**src/rtl/adc_pkg.sv**
```systemverilog
// Shared codec constants and the capture FSM state encoding.
package adc_pkg;

    localparam int unsigned DATA_WIDTH_DEF = 16;
    localparam int unsigned CNT_W_DEF      = 5;

    typedef enum logic [2:0] {
        IDLE    = 3'd0,
        SYNC    = 3'd1,
        SHIFT_L = 3'd2,
        WAIT_R  = 3'd3,
        SHIFT_R = 3'd4,
        WAIT_L  = 3'd5
    } adc_state_e;

endpackage

```
**src/rtl/adc_pair_buf.sv**
```systemverilog
// One-entry holding register for completed stereo pairs, with sticky overrun.
module adc_pair_buf
    import adc_pkg::*;
#(
    parameter int unsigned DATA_WIDTH = DATA_WIDTH_DEF
) (
    input  logic                         bclk,
    input  logic                         reset,
    input  logic                         commit,
    input  logic signed [DATA_WIDTH-1:0] commit_left,
    input  logic signed [DATA_WIDTH-1:0] commit_right,
    input  logic                         sample_ready,
    input  logic                         err_clear,
    output logic signed [DATA_WIDTH-1:0] left_data,
    output logic signed [DATA_WIDTH-1:0] right_data,
    output logic                         sample_valid,
    output logic                         overrun
);

    // A commit wins over a same-edge transfer; a commit into a stalled entry is dropped.
    always_ff @(posedge bclk or negedge reset) begin
        if (!reset) begin
            left_data    <= '0;
            right_data   <= '0;
            sample_valid <= 1'b0;
            overrun      <= 1'b0;
        end else begin
            if (commit && (!sample_valid || sample_ready)) begin
                left_data    <= commit_left;
                right_data   <= commit_right;
                sample_valid <= 1'b1;
            end else if (sample_valid && sample_ready) begin
                sample_valid <= 1'b0;
            end

            if (commit && sample_valid && !sample_ready) begin
                overrun <= 1'b1;
            end else if (err_clear) begin
                overrun <= 1'b0;
            end
        end
    end

endmodule

```
**src/rtl/adc.sv**
```systemverilog
// Codec ADC deserializer: frames adcdat by adclrc into signed stereo pairs.
module adc
    import adc_pkg::*;
#(
    parameter int unsigned DATA_WIDTH = DATA_WIDTH_DEF,
    parameter int unsigned CNT_W      = CNT_W_DEF
) (
    input  logic                         bclk,
    input  logic                         reset,
    input  logic                         record,
    input  logic                         adclrc,
    input  logic                         adcdat,
    input  logic                         sample_ready,
    input  logic                         err_clear,
    output logic signed [DATA_WIDTH-1:0] left_data,
    output logic signed [DATA_WIDTH-1:0] right_data,
    output logic                         sample_valid,
    output logic                         overrun,
    output logic                         frame_err
);

    localparam logic [CNT_W-1:0] LAST_CNT = CNT_W'(DATA_WIDTH - 1);

    adc_state_e            state;
    logic [CNT_W-1:0]      cnt;
    logic [DATA_WIDTH-1:0] shift_q;
    logic [DATA_WIDTH-1:0] left_tmp;
    logic                  lrc_d;

    logic                  lrc_fall_c;
    logic                  lrc_rise_c;
    logic                  last_bit_c;
    logic [DATA_WIDTH-1:0] shift_word_c;
    logic                  commit_c;

    assign lrc_fall_c   = !adclrc && lrc_d;
    assign lrc_rise_c   = adclrc && !lrc_d;
    assign last_bit_c   = (cnt == LAST_CNT);
    assign shift_word_c = {shift_q[DATA_WIDTH-2:0], adcdat};
    // The pair is handed over on the same edge that samples right bit 0.
    assign commit_c     = record && (state == SHIFT_R) && last_bit_c;

    always_ff @(posedge bclk or negedge reset) begin
        if (!reset) begin
            state     <= IDLE;
            cnt       <= '0;
            shift_q   <= '0;
            left_tmp  <= '0;
            lrc_d     <= 1'b0;
            frame_err <= 1'b0;
        end else begin
            lrc_d     <= adclrc;
            frame_err <= 1'b0;
            if (!record) begin
                state <= IDLE;
                cnt   <= '0;
            end else begin
                case (state)
                    IDLE: state <= SYNC;
                    SYNC: begin
                        if (lrc_fall_c) begin
                            state <= SHIFT_L;
                            cnt   <= '0;
                        end
                    end
                    SHIFT_L, SHIFT_R: begin
                        if ((lrc_fall_c || lrc_rise_c) && !last_bit_c) begin
                            frame_err <= 1'b1;
                            cnt       <= '0;
                            state     <= lrc_fall_c ? SHIFT_L : SYNC;
                        end else if (last_bit_c) begin
                            // An lrc change on the LSB edge is the start of the next slot.
                            shift_q <= shift_word_c;
                            cnt     <= '0;
                            if (state == SHIFT_L) begin
                                left_tmp <= shift_word_c;
                                state    <= lrc_rise_c ? SHIFT_R : WAIT_R;
                            end else begin
                                state    <= lrc_fall_c ? SHIFT_L : WAIT_L;
                            end
                        end else begin
                            shift_q <= shift_word_c;
                            cnt     <= cnt + CNT_W'(1);
                        end
                    end
                    WAIT_R: begin
                        if (lrc_rise_c) begin
                            state <= SHIFT_R;
                            cnt   <= '0;
                        end
                    end
                    WAIT_L: begin
                        if (lrc_fall_c) begin
                            state <= SHIFT_L;
                            cnt   <= '0;
                        end
                    end
                    default: state <= IDLE;
                endcase
            end
        end
    end

    adc_pair_buf #(
        .DATA_WIDTH (DATA_WIDTH)
    ) u_pair_buf (
        .bclk         (bclk),
        .reset        (reset),
        .commit       (commit_c),
        .commit_left  (left_tmp),
        .commit_right (shift_word_c),
        .sample_ready (sample_ready),
        .err_clear    (err_clear),
        .left_data    (left_data),
        .right_data   (right_data),
        .sample_valid (sample_valid),
        .overrun      (overrun)
    );

endmodule

```
**config.mk**
```make
export PLATFORM = sky130hd
export DESIGN_NAME = adc
export DESIGN_NICKNAME = d
export VERILOG_FILES = /design/src/rtl/adc_pkg.sv /design/src/rtl/adc_pair_buf.sv /design/src/rtl/adc.sv
export SDC_FILE = /design/constraint.sdc
export NUM_CORES = 1
export LEC_CHECK = 0
export ABC_CLOCK_PERIOD_IN_PS = 2600
export CAP_MARGIN = 0
export CORE_ASPECT_RATIO = 0.8
export CORE_UTILIZATION = 46
export CTS_BUF_LIST = sky130_fd_sc_hd__clkbuf_4
export CTS_CLUSTER_DIAMETER = 50
export DETAILED_ROUTE_END_ITERATION = 7
export HOLD_SLACK_MARGIN = 0.05
export PLACE_DENSITY = 0.76
export SYNTH_ARGS = -nofsm -noshare
export SYNTH_HDL_FRONTEND = slang
export SYNTH_HIERARCHICAL = 1
export SYNTH_SLANG_ARGS = --single-unit
export TNS_END_PERCENT = 5
```
**constraint.sdc**
```tcl
create_clock -name bclk -period 2.6 [get_ports bclk]
set_input_delay 0.52 -clock bclk [delete_from_list [all_inputs] [get_ports bclk]]
set_output_delay 0.52 -clock bclk [all_outputs]
set_load 0.01 [all_outputs]
```
; ---- Yosys cells after proc, flatten, opt, wreduce, memory -nomap -nowiden
; Index checks and enable logic that the tools add are counted.
; Widths: inputs -> output; s select.
[op_classes]
muxes = 23
reduce_logical = 25
n_eq_ne = 10
addsub = 1
n_bitwise = 1
[ops]
columns = op, count
row1 = $mux 5, 5
row2 = $mux 3, 8
row3 = $pmux 5 s3, 1
row4 = $pmux 3 s4, 1
row5 = $logic_and 1x1->1, 9
row6 = $reduce_and 3->1, 3
row7 = $mux 1, 7
row8 = $eq 3x2->1 const B, 2
row9 = $eq 3x3->1 const B, 2
row10 = $add 5x1->5 const B, 1
row11 = $eq 5x4->1 const B, 1
row12 = $logic_not 1->1, 5
row13 = $reduce_and 5->1, 1
row14 = $ne 4x2->1 const B, 1
row15 = $ne 4x4->1 const B, 1
row16 = $reduce_bool 2->1, 2
row17 = $reduce_or 2->1, 2
row18 = $eq 3x1->1 const B, 1
row19 = $logic_not 3->1, 1
row20 = $ne 3x2->1 const B, 1
row21 = $ne 3x3->1 const B, 1
row22 = $logic_or 1x1->1, 2
row23 = $mux 2, 1
row24 = $not 1->1, 1
[word_totals]
register_bits = 75
out_inout_bits = 35
inputBits = 7

; ---- Logic depth before layout (Yosys ltp)
; Gate-level depths: netlist (run 1).
[depth]
ltp_word = 8
ltp_mapped = 6

; ---- Cells and area by module
; The synthesis (run 1) kept the hierarchy.
[by_module_without_submodules]
columns = mod, area_each_um2, seq_area_each_um2, cells_per_inst, n_inst
row1 = adc, 1968.1, 1026.0, 138, 1
row2 = adc_pair_buf, 1426.4, 850.8, 75, 1

; ---- Least setup slack after synthesis (run 1)
; No wires, ideal clock.
[synth_path]
kind = input to register
start = input adclrc
end = register shift_q[0]
setup_slack_ns = 0.762
stages = 6
required_time_ns = 2.475
path_buffers = 1
setup_ns = 0.125
arrival_time_ns = 1.713
path_cell_list = inv_1 ha_1 nand2b_2 nand3_4 buf_6 mux2_4
[synth_via]
elab_chain_cells = 6
[synth_lines]
columns = item, line_no
row1 = start: declaration, adc.sv:11  ; input logic adclrc,
row2 = $logic_not 1->1, adc.sv:36  ; assign lrc_fall_c = !adclrc && lrc_d;
row3 = $logic_and 1x1->1, adc.sv:36
row4 = $logic_or 1x1->1 *, adc.sv:67  ; if ((lrc_fall_c || lrc_rise_c) && !last_bit_c) begin
row5 = $logic_and 1x1->1 *, adc.sv:67
row6 = $not 1->1 (no source line) *, --
row7 = $reduce_and 3->1 (no source line) *, --
row8 = end signal: assignment, adc.sv:73  ; shift_q <= shift_word_c;
row9 = end signal: assignment, adc.sv:82  ; shift_q <= shift_word_c;
row10 = end: declaration, adc.sv:26  ; logic [DATA_WIDTH-1:0] shift_q;
; Mark *: on every way between the ends. The rest lies on a longest branch, timed or not.
; A chain may end at the register's enable or synchronous reset.

; ---- Final worst setup path (run 1)
[layout_path]
start = register cnt[0]
end = register u_pair_buf.left_data[6]
[layout_via]
elab_chain_cells = 3
[layout_lines]
columns = item, line_no
row1 = start: declaration, adc.sv:25  ; logic [CNT_W-1:0] cnt;
row2 = start signal: assignment, adc.sv:83  ; cnt <= cnt + CNT_W'(1);
row3 = $eq 5x4->1, adc.sv:38  ; assign last_bit_c = (cnt == LAST_CNT);
row4 = $logic_and 1x1->1, adc.sv:41  ; assign commit_c = record && (state == SHIFT_R) && last_bit_c;
row5 = named net commit_c, adc.sv:34  ; logic commit_c;
row6 = $logic_and 1x1->1, adc_pair_buf.sv:28  ; if (commit && (!sample_valid || sample_ready)) begin
row7 = end signal: assignment, adc_pair_buf.sv:29  ; left_data <= commit_left;
row8 = end: declaration, adc_pair_buf.sv:14  ; output logic signed [DATA_WIDTH-1:0] left_data,
; The timed path passes the listed nets, and every way through them passes these cells.

==> impl_metrics.toml, run 1 <==
[cells_and_area]
final_cell_area_sq_um = 4020
drive_above_1_share = 0.356
fill_cells = 559
multi_input_area_sq_um = 1380
stdcell_count = 354
final_nets = 272
n_antenna_cell = 0
register_area_sq_um = 1880
syn_to_final_growth_pct = 18.4

[yosys]
synth_nets = 223
synthAdderAreaFrac = 0.0111
synthCells = 213
synth_top_area_cell = "dfrtp_1"
synth-xor-area-share = 0.00479
yosys_register_bits = 75
synth_top_area_frac = 0.553
synth_top_family_by_area = "multiplexers"
synth_simple_gate_area_frac = 0.0638
synth_area_sq_um = 3390
yosysWarnings = 6
synth_compound_area_frac = 0.0571
yosysSeqAreaShare = 0.553
yosysUniqueCellTypes = 44
synthMuxAreaShare = 0.271
yosys-top-cells-area = "dfrtp_1, mux2_4, mux2_2"
syn_avg_cell_area_sq_um = 15.9

[setup_path]
cp_slowest_cell = "dfrtp_1"
critPathKind = "flop to flop"
cp_data_arrival_time_ns = 2.35
worst_setup_path_end_kind = "flop"
crit_path_max_fanout = 32
slowest_delay_ns = 0.43
cp_cell_sequence = "ha_1, and4b_1, and4_1, nand2_4, buf_12, mux2_2"
cp.required_ns = 2.90
worst_setup_path_start_kind = "flop"

[place]
dpl.hpwl_mm = 3.65
place_area_sq_um = 3860
gp_congestion = 0.856
port_buffers = 41
place_ws_ns = 0.215
dp_cells = 338

[timing]
worst_pin_slew_ns = 0.916
max_freq_mhz = 487
relSlewSlack = 0.390
rsz0062_at_grt = "false"
layout_setup_ws_ns = 0.546
setup_viol = 0
slew_viol_final = 0
finalHoldViolations = 0
fin_crit_sh = 0.790
setup_tns_ns = 0
finalCriticalPeriod_ns = 2.05
fin_skew_ns = 0.0191

[clock_tree]
cts_buffer_depth = 2
htreeDepth = 3
ctsRootBufferMaster = "clkbuf_4"
clk_latency_ns = 0.42
cts-buffers-inserted = 9
clkSlewWorstSetupHoldPaths_ns = 0.13
cts-resized-gates = 0
postCtsSetupRepairBufs = 0
ctsHoldBuffers = 0
cts_tree = "built"
clock_sinks = 75

[die]
rows = 27
start_util = 0.485
fp.dieH_um = 78.8
die_area_sq_um = 7730
io_pins = 42
die_x_um = 98.0
core_area_sq_um = 6990

[routing]
drt_iter0_drc = 108
final_antenna_net_count = 0
firstDrtPassIters = 6
drt-total-wl_mm = 5.62
vias = 1897
drc = 3
wl_per_cell_um = 15.9
vias_per_cell = 5.36

[global_route]
grt_pass1_wl_mm = 9.79
grt_pass1_vias = 1919
grt_max_degree = 76
antenna_found_initial = 0
grt_use_total = 0.164
grt_overflow_total = 0

[job]
max-cap-violations = 0

[pwr]
power_switching_mw = 0.701
p_clk_frac = 0.324
sw_frac_of_total = 0.280
p_int_mw = 1.80
seqPwrFrac = 0.526
p_leak_nw = 2.07
p_comb_frac = 0.150
powerDensity_nw_per_um2 = 623
peakVddDrop_v = 0.000262

[outcome]
outcome = "finished with violations"
violations = "DRC"

[hold_path]
hold_path_class = "input port to asynchronous set/reset pin"
==> flip-flops by register name, indices dropped and copies added, names as in the netlist <==
signal / flops
cnt: 5
frame_err: 1
left_tmp: 16
lrc_d: 1
shift_q: 15
state: 3
u_pair_buf/left_data: 16
u_pair_buf/overrun: 1
u_pair_buf/right_data: 16
u_pair_buf/sample_valid: 1
==> kinds of logic after synthesis <==
logic type | after synthesis
adder cells (fa/ha/maj) | 3
AO/OA/AOI/OAI | 25
buffers and inverters | 16
AND/OR/NAND/NOR | 28
flip-flops | 75
multiplexers | 65
XOR/XNOR | 1
==> cells in the mapped netlist, drive strengths merged <==
library cell   n
a21bo          1
o2111ai        2
o211ai         1
o31ai          1
o21a           1
o21ai          3
a2bb2oi        2
buf            8
nor2b          2
and4           2
ha             3
nand3          3
o2111a         1
nand2          5
dfrtp         75
nand4          3
nand4b         1
mux2          64
a21oi          4
a22o           1
nor2           4
o221ai         2
o211a          1
inv            8
and4b          1
nor3b          3
xor2           1
o22ai          1
mux2i          1
o2bb2ai        1
nand2b         2
a21o           1
and3           1
a21boi         1
and2b          1
a31o           1
==> worst paths after layout <==
kind	slack (ns)	end	from	cells after the start
worst max-delay path	0.55	u_pair_buf/left_data[6]	cnt[0]	6
worst max register to register	0.55	u_pair_buf/left_data[6]	cnt[0]	6
min in group bclk	0.51	u_pair_buf/left_data[8]	left_tmp[8]	1
worst min register to register	0.51	u_pair_buf/left_data[8]	left_tmp[8]	1
worst min-delay path	0.22	left_tmp[3]	reset	1
max in group asynchronous	1.77	left_tmp[9]	reset	1
==> cells in the final DEF, fill, tap and decap left out, drive strengths merged, types with 2 or more instances in the layout <==
cell type	synthesis	final
dfrtp	75	75
a21oi	4	4
nor2b	2	2
nor3b	3	3
buf	8	6
clkdlybuf4s50	0	40
nand3	3	3
o21ai	3	3
clkbuf	0	10
nand2	5	5
nand4	3	3
nand2b	2	2
ha	3	3
clkinvlp	0	2
and4	2	2
o2111ai	2	2
bufinv	0	2
a2bb2oi	2	2
nor2	4	4
mux2	64	64
o221ai	2	2
inv	8	9
==> layer usage <==
layer,track usage,routed length [um],up-vias
met5,0,0,-
met4,0.0591,57,0
met3,0.0537,292,4
met2,0.245,2590,54
met1,0.225,2680,964
li1,-,-,875
==> power by group through the flow <==
| stage | Sequential, mW | Combinational [mW] | Clock (mW) |
|---|---|---|---|
| 2_1_floorplan | 1.29 | 0.324 | 0 |
| 3_3_place_gp | 1.34 | 0.365 | 0 |
| 3_5_place_dp | 1.34 | 0.376 | 0 |
| 4_1_cts | 1.32 | 0.379 | 0.837 |
| 5_1_grt | 1.33 | 0.414 | 0.890 |
| 6_report | 1.32 | 0.376 | 0.811 |
==> area by class of cell <==
type / count / share of cell area
repair buffers: 46 / 0.114
inverters: 8 / 0.00747
well taps: 87 / 0.0271
flip-flops and latches: 75 / 0.467
clock buffers: 10 / 0.0187
multi-input cells: 122 / 0.344
clock inverters: 6 / 0.0221
==> through the flow <==
stage                util  hold WS (ns)  power [mW]
floorplan               -         0.224        1.61
global route        0.575         0.271        2.63
CTS                 0.575         0.241        2.53
global placement    0.551         0.483        1.70
finish              0.575         0.225        2.51
detailed placement  0.551         0.491        1.72
==> worst max-delay path, delay by kind of cell (launching register included) <==
family                   cells  cell delay [ns]
buffers and inverters        1             0.23
multiplexers                 1             0.37
adder cells (fa/ha/maj)      1             0.28
AND/OR/NAND/NOR              3             0.62
flip-flops                   1             0.43
Note: power is estimated with default switching activity, not from simulation.
==> run 2: changes to the inputs <==
ABC_CLOCK_PERIOD_IN_PS = 1750   (was 2600)
PLACE_DENSITY = 0.79   (was 0.76)
clock period = 1.75 ns   (was 2.6 ns; I/O delays follow)
==> impl_metrics.toml, run 2 (synthesis gave the netlist of run 1 again) <==
[cells_and_area]
reg_top3 = "left_tmp x16, u_pair_buf/left_data x16, u_pair_buf/right_data x16"
layout_common_cells = "dfrtp_1, mux2_4, clkdlybuf4s50_1"
syn_to_final_growth_pct = 27.3
fill_cells = 496
multi_input_area_sq_um = 1410
n_antenna_cell = 0
final_nets = 295
mostFrequentLayoutCell = "dfrtp_1"
register_area_sq_um = 1880
drive_above_1_share = 0.421
utilization = 0.618

[place]
port_buffers = 41
gp_congestion = 0.870
place_ws_ns = -0.389
dpl.hpwl_mm = 4.23

[global_route]
grt_pass1_wl_mm = 10.2
grt_use_total = 0.172
antenna_found_initial = 0
grt_pass1_vias = 2012
grt_overflow_total = 0
grt_max_degree = 46

[clock_tree]
cts_tree = "built"
clk_latency_ns = 0.41
ctsRootBufferMaster = "clkbuf_4"
cts-buffers-inserted = 9
htreeDepth = 3
cts_buffer_depth = 2
clkSlewWorstSetupHoldPaths_ns = 0.12
clock_sinks = 75

[timing]
fin_hold_ws_ns = 0.401
finalCriticalPeriod_ns = 1.72
layout_setup_ws_ns = 0.0272
max_freq_mhz = 580
relSlewSlack = 0.741
finalHoldViolations = 0
worst_pin_slew_ns = 0.389
fin_crit_sh = 0.984
setup_viol = 0
fin_skew_ns = 0.0192
slew_viol_final = 0
rsz0062_at_grt = "true"

[setup_path]
cp.required_ns = 2.04
crit_path_max_fanout = 17
cp-startpoint = "cnt[1]"
ff2ff_path_depth = 6
worst_setup_path_end_kind = "flop"
worst_setup_path_start_kind = "flop"
critPathCapture = "u_pair_buf/left_data[6]"
r2r-end = "u_pair_buf/left_data[6]"
critPathKind = "flop to flop"
reg2reg_slack_ns = 0.03
rr_startpoint = "cnt[1]"
cp_data_arrival_time_ns = 2.01

[routing]
drt_iter0_drc = 80
vias = 1991
firstDrtPassIters = 6
drt-total-wl_mm = 6.07
wl_per_cell_um = 16.1
final_antenna_net_count = 0
vias_per_cell = 5.28
drc = 4

[hold_path]
hold_path_class = "input port to asynchronous set/reset pin"

[die]
core_area_sq_um = 6990
fp.dieH_um = 78.8
io_pins = 42
rows = 27
die_area_sq_um = 7730
start_util = 0.485
die_x_um = 98.0

[pwr]
peakVddDrop_v = 0.000405
p_leak_nw = 2.34
powerDensity_nw_per_um2 = 940

[outcome]
violations = "DRC"
outcome = "finished with violations"

[job]
max-cap-violations = 0
==> run 2: cell type report <==
type                            count  share of cell area
Sequential cell                    75               0.435
Tap cell                           87              0.0252
Clock buffer                       12              0.0208
Multi-Input combinational cell    122               0.325
Timing Repair Buffer               69               0.164
Clock inverter                      4              0.0229
Inverter                            8             0.00695
==> run 2: power by group <==
group | leakage (nW) | total (mW) | switching (mW) | internal (mW)
Clock | 0.102 | 1.34 | 0.561 | 0.776
Sequential | 1.04 | 1.92 | 0.104 | 1.82
Combinational | 1.20 | 0.803 | 0.395 | 0.408
==> run 2: critical path, cell delays in order, from the launching register on <==
cell and delay, ns:
dfrtp_1 0.41, ha_2 0.18, and4b_2 0.21, and4_4 0.18, nand2_4 0.08, buf_12 0.18, mux2_2 0.34
==> run 2: metrics by stage <==
step | area (sq um) | power [mW] | setup TNS (ns) | instances
2_1_floorplan | 3400 | 2.40 | 0 | 213
4_1_cts | 4270 | 4.04 | 0 | 376
5_1_grt | 4320 | 4.26 | -0.151 | 377
3_3_place_gp | 4070 | 2.67 | -15.10 | 359
6_report | 4320 | 4.06 | 0 | 377
3_5_place_dp | 4070 | 2.70 | -16.23 | 359
==> run 2: what timing repair did <==
item,in CTS,in global routing
hold buffers,1,0
setup endpoints to repair,0,41
resized for setup,0,9
setup buffers,0,1
hold endpoints to repair,30,0
==> run 2: worst min path at each step <==
stage / endpoint / slack (ns) / cells after the start
global placement: u_pair_buf/right_data[5] / 0.30 / 1
global route: u_pair_buf/right_data[0] / 0.42 / 2
finish: u_pair_buf/right_data[0] / 0.40 / 2
CTS: frame_err / 0.38 / 2
floorplan: cnt[0] / 0.05 / 0
detailed placement: u_pair_buf/left_data[5] / 0.31 / 1
==> run 2: layer usage <==
metal / track usage / routed length [um] / vias up
met2: 0.268 / 2840 / 41
met4: 0.0576 / 52 / 0
met5: 0 / 0 / -
met1: 0.230 / 2970 / 1023
met3: 0.0502 / 215 / 6
li1: - / - / 921
==> run 3: changes to the inputs <==
ABC_CLOCK_PERIOD_IN_PS = not set   (was 1750)
==> results of run 3 <==
The final DEF is identical to that of run 2; final timing and power are the same.
